### src/rtl/bcd_conv_arbiter_if.sv
// Bus bundle between the numeric-field producers, the arbiter and the shared
// binary-to-BCD/ASCII converter. The arbiter uses the slave modport; the
// requesters and the converter together sit on the master side.
interface bcd_conv_arbiter_if #(
    parameter int NUM_REQ     = 3,
    parameter int DATA_WIDTH  = 32,
    parameter int ASCII_WIDTH = 80
);
    // Handshake: a requester raises req_i (a level) with its operand on data_i
    // and holds both until ack_o pulses for one cycle; later done_o pulses once
    // for that requester with ascii_o/width_o/err_o valid. The converter gets a
    // one-cycle conv_start_o with conv_data_o and answers with one conv_done_i
    // cycle carrying conv_ascii_i/conv_width_i.
    logic [NUM_REQ-1:0]            req_i;
    logic [NUM_REQ*DATA_WIDTH-1:0] data_i;
    logic [NUM_REQ-1:0]            ack_o;
    logic [NUM_REQ-1:0]            done_o;
    logic                          err_o;
    logic [ASCII_WIDTH-1:0]        ascii_o;
    logic [3:0]                    width_o;
    logic                          busy_o;
    logic                          conv_start_o;
    logic [DATA_WIDTH-1:0]         conv_data_o;
    logic                          conv_done_i;
    logic [ASCII_WIDTH-1:0]        conv_ascii_i;
    logic [3:0]                    conv_width_i;

    modport slave (
        input  req_i, data_i, conv_done_i, conv_ascii_i, conv_width_i,
        output ack_o, done_o, err_o, ascii_o, width_o, busy_o,
               conv_start_o, conv_data_o
    );

    modport master (
        output req_i, data_i, conv_done_i, conv_ascii_i, conv_width_i,
        input  ack_o, done_o, err_o, ascii_o, width_o, busy_o,
               conv_start_o, conv_data_o
    );
endinterface

### src/rtl/bcd_conv_arbiter.sv
// Round-robin arbiter sharing one binary-to-BCD/ASCII converter between the
// FIX numeric-field producers, with a completion watchdog.
module bcd_conv_arbiter #(
    parameter int NUM_REQ     = 3,
    parameter int DATA_WIDTH  = 32,
    parameter int ASCII_WIDTH = 80,
    parameter int TIMEOUT     = 64
) (
    input  logic                clk,
    input  logic                rst,
    bcd_conv_arbiter_if.slave   bus,
    output logic [1:0]          dbg_state_o
);
    localparam int GW         = (NUM_REQ > 1) ? $clog2(NUM_REQ) : 1;
    localparam int CW         = (TIMEOUT > 1) ? $clog2(TIMEOUT) : 1;
    localparam int MAX_DIGITS = ASCII_WIDTH / 8;
    localparam logic [NUM_REQ-1:0] ONE = NUM_REQ'(1);

    typedef enum logic [1:0] {
        IDLE  = 2'd0,
        START = 2'd1,
        WAIT  = 2'd2,
        DONE  = 2'd3
    } state_t;

    state_t                 state_q;
    logic [GW-1:0]          grant_q;
    logic [GW-1:0]          last_q;
    logic [CW-1:0]          cnt_q;
    logic [NUM_REQ-1:0]     ack_q;
    logic [NUM_REQ-1:0]     done_q;
    logic                   err_q;
    logic                   busy_q;
    logic                   start_q;
    logic [ASCII_WIDTH-1:0] ascii_q;
    logic [3:0]             width_q;
    logic [DATA_WIDTH-1:0]  cdata_q;

    logic [GW-1:0]          pick_d;
    logic                   pick_vld_d;
    logic [DATA_WIDTH-1:0]  pick_data_d;

    // Requester index 'off' positions after the last grant, wrapping around.
    function automatic logic [GW-1:0] rr_idx(input logic [GW-1:0] last, input int off);
        return GW'((int'(last) + off) % NUM_REQ);
    endfunction

    // Round-robin pick: walk offsets from far to near so the nearest active
    // requester after last_q is the one that sticks.
    always_comb begin
        pick_vld_d = 1'b0;
        pick_d     = '0;
        for (int i = NUM_REQ; i >= 1; i--) begin
            if (bus.req_i[rr_idx(last_q, i)]) begin
                pick_vld_d = 1'b1;
                pick_d     = rr_idx(last_q, i);
            end
        end
    end

    // Operand slice of the requester about to be granted.
    always_comb begin
        pick_data_d = '0;
        for (int k = 0; k < NUM_REQ; k++) begin
            if (pick_d == GW'(k)) begin
                pick_data_d = bus.data_i[k*DATA_WIDTH +: DATA_WIDTH];
            end
        end
    end

    // Conversion sequencer; all outputs are registered here, pulses default low.
    always_ff @(posedge clk or negedge rst) begin
        if (!rst) begin
            state_q <= IDLE;
            grant_q <= '0;
            last_q  <= GW'(NUM_REQ - 1);
            cnt_q   <= '0;
            ack_q   <= '0;
            done_q  <= '0;
            err_q   <= 1'b0;
            busy_q  <= 1'b0;
            start_q <= 1'b0;
            ascii_q <= '0;
            width_q <= '0;
            cdata_q <= '0;
        end else begin
            ack_q   <= '0;
            done_q  <= '0;
            err_q   <= 1'b0;
            start_q <= 1'b0;
            case (state_q)
                IDLE: begin
                    if (pick_vld_d) begin
                        grant_q <= pick_d;
                        last_q  <= pick_d;
                        cdata_q <= pick_data_d;
                        ack_q   <= ONE << pick_d;
                        start_q <= 1'b1;
                        busy_q  <= 1'b1;
                        state_q <= START;
                    end
                end
                START: begin
                    cnt_q   <= '0;
                    state_q <= WAIT;
                end
                WAIT: begin
                    cnt_q <= cnt_q + 1'b1;
                    // A done arriving on the timeout cycle still counts as a result.
                    if (bus.conv_done_i) begin
                        ascii_q <= bus.conv_ascii_i;
                        width_q <= bus.conv_width_i;
                        err_q   <= (bus.conv_width_i == 4'd0) ||
                                   (bus.conv_width_i > 4'(MAX_DIGITS));
                        done_q  <= ONE << grant_q;
                        state_q <= DONE;
                    end else if (cnt_q == CW'(TIMEOUT - 1)) begin
                        ascii_q <= '0;
                        width_q <= '0;
                        err_q   <= 1'b1;
                        done_q  <= ONE << grant_q;
                        state_q <= DONE;
                    end
                end
                DONE: begin
                    busy_q  <= 1'b0;
                    state_q <= IDLE;
                end
                default: begin
                    busy_q  <= 1'b0;
                    state_q <= IDLE;
                end
            endcase
        end
    end

    assign bus.ack_o        = ack_q;
    assign bus.done_o       = done_q;
    assign bus.err_o        = err_q;
    assign bus.ascii_o      = ascii_q;
    assign bus.width_o      = width_q;
    assign bus.busy_o       = busy_q;
    assign bus.conv_start_o = start_q;
    assign bus.conv_data_o  = cdata_q;
    assign dbg_state_o      = state_q;
endmodule

### src/flat_wrapper.sv
// flat-port wrapper written by rule: the top's interface ports become plain ports
module bcd_conv_arbiter_flat 
#(
    parameter int NUM_REQ     = 3,
    parameter int DATA_WIDTH  = 32,
    parameter int ASCII_WIDTH = 80,
    parameter int TIMEOUT     = 64
)
  (clk, rst, dbg_state_o, bus_req_i, bus_data_i, bus_conv_done_i, bus_conv_ascii_i, bus_conv_width_i, bus_ack_o, bus_done_o, bus_err_o, bus_ascii_o, bus_width_o, bus_busy_o, bus_conv_start_o, bus_conv_data_o);
  bcd_conv_arbiter_if #(.NUM_REQ(NUM_REQ), .DATA_WIDTH(DATA_WIDTH), .ASCII_WIDTH(ASCII_WIDTH)) bus_i ();
  input  logic clk;
  input  logic rst;
  output logic [1:0] dbg_state_o;
  input wire logic [$bits(bus_i.req_i)-1:0] bus_req_i;
  input wire logic [$bits(bus_i.data_i)-1:0] bus_data_i;
  input wire logic [$bits(bus_i.conv_done_i)-1:0] bus_conv_done_i;
  input wire logic [$bits(bus_i.conv_ascii_i)-1:0] bus_conv_ascii_i;
  input wire logic [$bits(bus_i.conv_width_i)-1:0] bus_conv_width_i;
  output wire logic [$bits(bus_i.ack_o)-1:0] bus_ack_o;
  output wire logic [$bits(bus_i.done_o)-1:0] bus_done_o;
  output wire logic [$bits(bus_i.err_o)-1:0] bus_err_o;
  output wire logic [$bits(bus_i.ascii_o)-1:0] bus_ascii_o;
  output wire logic [$bits(bus_i.width_o)-1:0] bus_width_o;
  output wire logic [$bits(bus_i.busy_o)-1:0] bus_busy_o;
  output wire logic [$bits(bus_i.conv_start_o)-1:0] bus_conv_start_o;
  output wire logic [$bits(bus_i.conv_data_o)-1:0] bus_conv_data_o;
  assign bus_i.req_i = bus_req_i;
  assign bus_i.data_i = bus_data_i;
  assign bus_i.conv_done_i = bus_conv_done_i;
  assign bus_i.conv_ascii_i = bus_conv_ascii_i;
  assign bus_i.conv_width_i = bus_conv_width_i;
  assign bus_ack_o = bus_i.ack_o;
  assign bus_done_o = bus_i.done_o;
  assign bus_err_o = bus_i.err_o;
  assign bus_ascii_o = bus_i.ascii_o;
  assign bus_width_o = bus_i.width_o;
  assign bus_busy_o = bus_i.busy_o;
  assign bus_conv_start_o = bus_i.conv_start_o;
  assign bus_conv_data_o = bus_i.conv_data_o;
  bcd_conv_arbiter #(.NUM_REQ(NUM_REQ), .DATA_WIDTH(DATA_WIDTH), .ASCII_WIDTH(ASCII_WIDTH), .TIMEOUT(TIMEOUT)) u_core (.clk(clk), .rst(rst), .bus(bus_i), .dbg_state_o(dbg_state_o));
endmodule
### config.mk
export PLATFORM = sky130hd
export DESIGN_NAME = bcd_conv_arbiter_flat
export DESIGN_NICKNAME = d
export VERILOG_FILES = /design/src/rtl/bcd_conv_arbiter_if.sv /design/src/rtl/bcd_conv_arbiter.sv /design/src/flat_wrapper.sv
export SDC_FILE = /design/constraint.sdc
export NUM_CORES = 1
export LEC_CHECK = 0
export CAP_MARGIN = 20
export CORE_ASPECT_RATIO = 1.75
export CORE_MARGIN = 2
export CORE_UTILIZATION = 32
export DETAILED_ROUTE_END_ITERATION = 6
export PLACE_DENSITY = 0.71
export SYNTH_ARGS = -nofsm -noshare
export SYNTH_HDL_FRONTEND = slang
export SYNTH_SLANG_ARGS = --single-unit
### constraint.sdc
create_clock -name clk -period 5.05 [get_ports clk]
set_input_delay 1.01 -clock clk [delete_from_list [all_inputs] [get_ports clk]]
set_output_delay 1.01 -clock clk [all_outputs]
set_load 0.02 [all_outputs]
# After elaboration in Yosys (flattened, before gate mapping)
# Index checks and enable logic that the tools add are counted.
word_totals:
  regBits: 137
  out_inout_bits: 127
classes:
  addsub: 4
  div_mod_pow: 3
  order_cmp: 4
  eq_ne: 8
  shifts: 2
  mux: 36
  reduce_logical: 11
op_table:
  columns: ["cell", "n"]
  rows:
  - ["$mux 80", 2]
  - ["$mod 32x3->32 const B", 3]
  - ["$mux 32", 3]
  - ["$mux 3", 5]
  - ["$mux 1", 12]
  - ["$mux 2", 6]
  - ["$pmux 6 s2", 1]
  - ["$lt 2x3->1 const B", 3]
  - ["$mux 4", 2]
  - ["$pmux 2 s4", 1]
  - ["$reduce_and 2->1", 4]
  - ["$add 2x2->3 const B", 2]
  - ["$add 6x1->6 const B", 1]
  - ["$bmux 1 s2", 3]
  - ["$eq 2x2->1 const B", 3]
  - ["$eq 6x6->1 const B", 1]
  - ["$reduce_bool 2->1", 3]
  - ["$shl 1x2->3 const A", 2]
  - ["$eq 2x1->1 const B", 2]
  - ["$gt 4x4->1 const B", 1]
  - ["$logic_not 2->1", 2]
  - ["$logic_not 4->1", 1]
  - ["$add 2x1->3 const B", 1]
  - ["$ne 3x2->1 const B", 1]
  - ["other kinds (3)", 3]

# Longest topological paths before layout
depth:
  depth_word: 11
  depth_mapped: 10

# Worst setup path after synthesis
# Ideal clock, no wire load.
synth_path:
  path_kind: "register to register"
  start: "register u_core.last_q[1]"
  end: "register u_core.cdata_q[10], in the netlist u_core.bus.conv_data_o[10]"
  arrival_time_ns: 2.177
  path_slack_ns: 2.786
  path_stages_with_launch: 10
  n_path_buf: 2
  path_cell_list: "dfstp_2 > inv_1 > ha_1 > nor2b_4 > o31ai_4 > o2111ai_2 > and3_1 > buf_6 > buf_12 > a211oi_2"
synth_between:
  elab_chain_cells: 11
  elab_cells_between_ends: 25
synth_lines:
  columns: ["element", "line_no", "rtl"]
  rows:
  - ["start: declaration", "bcd_conv_arbiter.sv:28", "logic [GW-1:0] last_q;"]
  - ["start signal: assignment", "bcd_conv_arbiter.sv:76", "last_q <= GW'(NUM_REQ - 1);"]
  - ["start signal: assignment", "bcd_conv_arbiter.sv:95", "last_q <= pick_d;"]
  - ["$add 2x2->3", "bcd_conv_arbiter.sv:45", "return GW'((int'(last) + off) % NUM_REQ);"]
  - ["$mod 32x3->32", "bcd_conv_arbiter.sv:45", null]
  - ["$bmux 1 s2", "bcd_conv_arbiter.sv:54", "if (bus.req_i[rr_idx(last_q, i)]) begin"]
  - ["$mux 1 (implied by the code)", "bcd_conv_arbiter.sv:54", null]
  - ["$mux 2 (3 in series)", "bcd_conv_arbiter.sv:54", null]
  - ["$logic_not 2->1", "bcd_conv_arbiter.sv:65", "if (pick_d == GW'(k)) begin"]
  - ["$mux 32 (3 in series)", "bcd_conv_arbiter.sv:65", null]
  - ["end signal: assignment", "bcd_conv_arbiter.sv:96", "cdata_q <= pick_data_d;"]
  - ["end: declaration", "bcd_conv_arbiter.sv:37", "logic [DATA_WIDTH-1:0] cdata_q;"]
# Parallel ways exist; a longest one is shown, timed or not. The select of a mux whose other input is x is not followed.
# A chain may end at the register's enable or synchronous reset.

# Worst setup path in the final report
layout_path:
  start: "input port bus_req_i[1]"
  end: "register u_core.cdata_q[6], in the netlist u_core.bus.conv_data_o[6]"
layout_between:
  elab_chain_cells: 9
  elab_cells_between_ends: 19
layout_lines:
  columns: ["element", "line_no", "rtl"]
  rows:
  - ["start: declaration", "flat_wrapper.sv:14", "input wire logic [$bits(bus_i.req_i)-1:0] bus_req_i;"]
  - ["$bmux 1 s2", "bcd_conv_arbiter.sv:54", null]
  - ["$mux 1 (implied by the code)", "bcd_conv_arbiter.sv:54", null]
  - ["$mux 2 (3 in series)", "bcd_conv_arbiter.sv:54", null]
  - ["$logic_not 2->1", "bcd_conv_arbiter.sv:65", null]
  - ["$mux 32 (3 in series)", "bcd_conv_arbiter.sv:65", null]
# Parallel ways exist; a longest one is shown, timed or not. The select of a mux whose other input is x is not followed.

==> key figures <==
Critical path
  – CP required: 5.33 ns
  – Max incr delay on CP: 0.60 ns
  – Crit-path slowest cell: clkdlybuf4s50_1
  – Crit path cell chain: clkdlybuf4s50_1 -> mux2i_1 -> o221ai_1 -> a2bb2oi_4 -> buf_4 -> and3_1 -> buf_4 -> a211oi_2
  – Worst reg2reg path endpoint: u_core.bus.conv_data_o[19]
  – Critical Path Source: bus_req_i[1]
  – CP max FO: 42
  – WP data arrival: 3.31 ns
  – Reg2reg setup slack: 2.04 ns
  – Worst R2R Path Depth: 9
  – Most used cell, CP: buf_4
  – Worst setup path end: u_core.bus.conv_data_o[6]
  – Crit path kind: input pin to flop
  – Reg2reg start: u_core.last_q[1]
  – CP Launch Type: input pin
  – CP endpoint kind: flop

Power
  – Reg power frac: 29.2%
  – Leak: 4.06 nW
  – Net Switching: 0.00250 W
  – Comb pwr share: 51.4%
  – Internal Pwr Total: 0.00391 W
  – Total Power: 0.00641 W
  – Switching Fraction: 39.0%
  – Power density over cell area: 654 nW/um^2
  – Clk pwr share: 19.4%
  – Maximum VDD drop: 0.312 mV

Global routing
  – Vias in the first global route: 5,217
  – GRT overflow: 0
  – Tot GR Track Use: 17.9%
  – Initial antenna violation count: 0
  – First-pass GRT wire length: 27.4 mm
  – Largest net degree at the start of global routing: 104

Clock network
  – CTS Buffer Depth: 2
  – Clock sink total: 136
  – Clk root buf: clkbuf_16
  – Worst-path clk slew: 0.06 ns
  – H-Tree Depth: 4
  – Post-CTS Resized: 0
  – CTS buffer count: 17
  – CTS Hold Buffers Added: 0
  – Setup Buffers After CTS: 0
  – Clock Latency Late Sink: 0.42 ns
  – TritonCTS clock tree: yes

Yosys
  – Largest area contributor in the netlist: dfrtp_1
  – Post-Synthesis Cell Area: 5960 sq um
  – Yosys reg bits: 136
  – Post-synth top area share: 56.7%
  – Count of cell types in the netlist: 44
  – Synth area leaders: dfrtp_1 57%, a22o_1 12%, a211oi_2 4.6%, mux2i_1 4.5%, nor3_1 2.2%
  – Mapped Nets: 684
  – Async set or reset register ratio after synthesis: 100%
  – Top cells by count, synth: 135 x dfrtp_1, 84 x a22o_1, 32 x nor2_1
  – Most numerous cell in the Yosys netlist: dfrtp_1
  – Syn_area_per_cell: 12.2 sq um
  – Number of flops mapped to enable cells by yosys: 0
  – Syn Inst Count: 490
  – Ys flop type: dfrtp_1
  – Warnings from Yosys: 0
  – Sequential area share after synthesis: 57.1%

STA
  – Relative slew slack: 36.8%
  – Clock period minus worst slack: 3.03 ns
  – Measured slew at the worst slew-check pin: 0.948 ns
  – Final setup vio count: 0
  – Max Clock Skew: 0.00918 ns
  – Final hold vios: 0
  – Total negative slack: 0 ns
  – Fmax achieved: 330 MHz
  – Slew Limit Fails: 0
  – Unrepaired setup endpoints after global routing: no
  – Final period util: 60.0%

Worst hold path
  – Cells on Worst Hold Path: 2
  – Hold Crit Class: flop to flop

Floorplan
  – Die height: 185 microns
  – # IOs: 313
  – Die X: 107 microns
  – Starting density of the core: 32.4%
  – Core Box Area: 18,400 sq um
  – Num rows: 66
  – Die Footprint: 19,800 sq um

Detailed routing
  – Initial DRC count: 170
  – Post-Route WL: 18.2 mm
  – Antenna viol nets, final: 0
  – DR pass1 iterations: 4
  – Vias per inst: 4.90
  – Routed vias: 5,101
  – Post-route DRC: 0
  – WL per Instance: 17.5 microns

Layout
  – Share of cells above drive strength 1: 8.97%
  – Ant. Diodes: 0
  – Final core occ: 53.3%
  – Non-Filler Instances: 1,041
  – Final Net Count: 984
  – Layout area overhead: 64.5%
  – FILL cells: 1,651

Placed design
  – Placed insts: 1,009
  – GPL Wtd Cong: 0.790
  – Post-DP HPWL: 13.0 mm
  – # port buffers: 312

Run status
  – Status: finished clean

Flow run
  – Max Cap Viol: 0
[routing by layer]
| layer | track usage, % | part of all wire [%] | up-vias |
|---|---|---|---|
| met1 | 20.1 | 39 | 2411 |
| met2 | 30.7 | 50 | 261 |
| met4 | 7.69 | 2.4 | 0 |
| li1 | - | - | 2404 |
| met5 | 0 | 0 | - |
| met3 | 6.05 | 9.3 | 25 |
[layout by cell type (no fill, tap or decap), types with 10 or more instances in the layout]
cell,synthesis,routed
clkbuf_16,0,17
inv_1,12,12
dfrtp_1,135,135
a211oi_2,22,22
a22o_1,84,84
nor2_1,32,32
o21ai_0,21,21
nand2_1,17,16
nor2b_1,12,12
a211oi_1,10,10
mux2i_1,27,27
nor3_1,26,26
clkdlybuf4s50_1,0,311
[worst max-delay path: cells and delay by family]
kind | cells | cell delay, ns
and+or+nand+nor | 1 | 0.21
AOI/OAI and AO/OA | 3 | 0.57
buffers and inverters | 3 | 1.35
muxes | 1 | 0.12
[through the flow]
stage / worst slack [ns] / cell area, sq um / hold slack (ns)
5_1_grt: 1.79 / 9810 / 0.506
3_3_place_gp: 1.64 / 9220 / 0.463
2_1_floorplan: 2.79 / 5960 / 0.447
4_1_cts: 2.01 / 9810 / 0.492
3_5_place_dp: 1.59 / 9220 / 0.478
6_report: 2.02 / 9810 / 0.486
[how the worst min path moves through the flow]
stage	startpoint	end	slack [ns]
after floorplan	u_core.grant_q[1]	u_core.bus.done_o[0]	0.45
after global placement	u_core.bus.conv_data_o[22]	u_core.bus.conv_data_o[22]	0.46
final	u_core.bus.conv_data_o[27]	u_core.bus.conv_data_o[27]	0.49
after global routing	u_core.bus.conv_data_o[23]	u_core.bus.conv_data_o[23]	0.51
after detailed placement	u_core.bus.conv_data_o[27]	u_core.bus.conv_data_o[27]	0.48
after CTS	u_core.bus.conv_data_o[27]	u_core.bus.conv_data_o[27]	0.49
[sequential cells by signal (all words and copies together) (netlist names), 2 cells and up]
signal                  flops
u_core.bus.done_o           3
u_core.dbg_state_o          2
u_core.cnt_q                6
u_core.bus.width_o          4
u_core.bus.ascii_o         80
u_core.last_q               2
u_core.bus.ack_o            3
u_core.bus.conv_data_o     32
[cells by family after synthesis]
logic type | Yosys count | synth area share [%]
AO/OA/AOI/OAI | 159 | 22.8
flip-flops | 136 | 57.1
AND/OR/NAND/NOR | 109 | 9.15
buffers and inverters | 50 | 4.60
multiplexers | 27 | 4.53
adder cells (fa/ha/maj) | 8 | 1.68
XOR/XNOR | 1 | 0.147
[power groups by stage]
stage | clock network [W] | logic [W] | registers (W)
2_1_floorplan | 0 | 0.00143 | 0.00242
3_3_place_gp | 0 | 0.00329 | 0.00188
3_5_place_dp | 0 | 0.00334 | 0.00187
4_1_cts | 0.00128 | 0.00334 | 0.00187
5_1_grt | 0.00134 | 0.00352 | 0.00193
6_report | 0.00125 | 0.00329 | 0.00187
[layout make-up]
class	instances	area [sq um]	share of cell area (%)
clock buffers	18	439	4.48
clock inverters	14	149	1.52
inverters	13	48.8	0.498
multi-input cells	304	2300	23.4
flip-flops and latches	136	3400	34.7
well taps	238	298	3.04
repair buffers	318	3170	32.3
No activity file was read; power rests on OpenSTA's default activity.
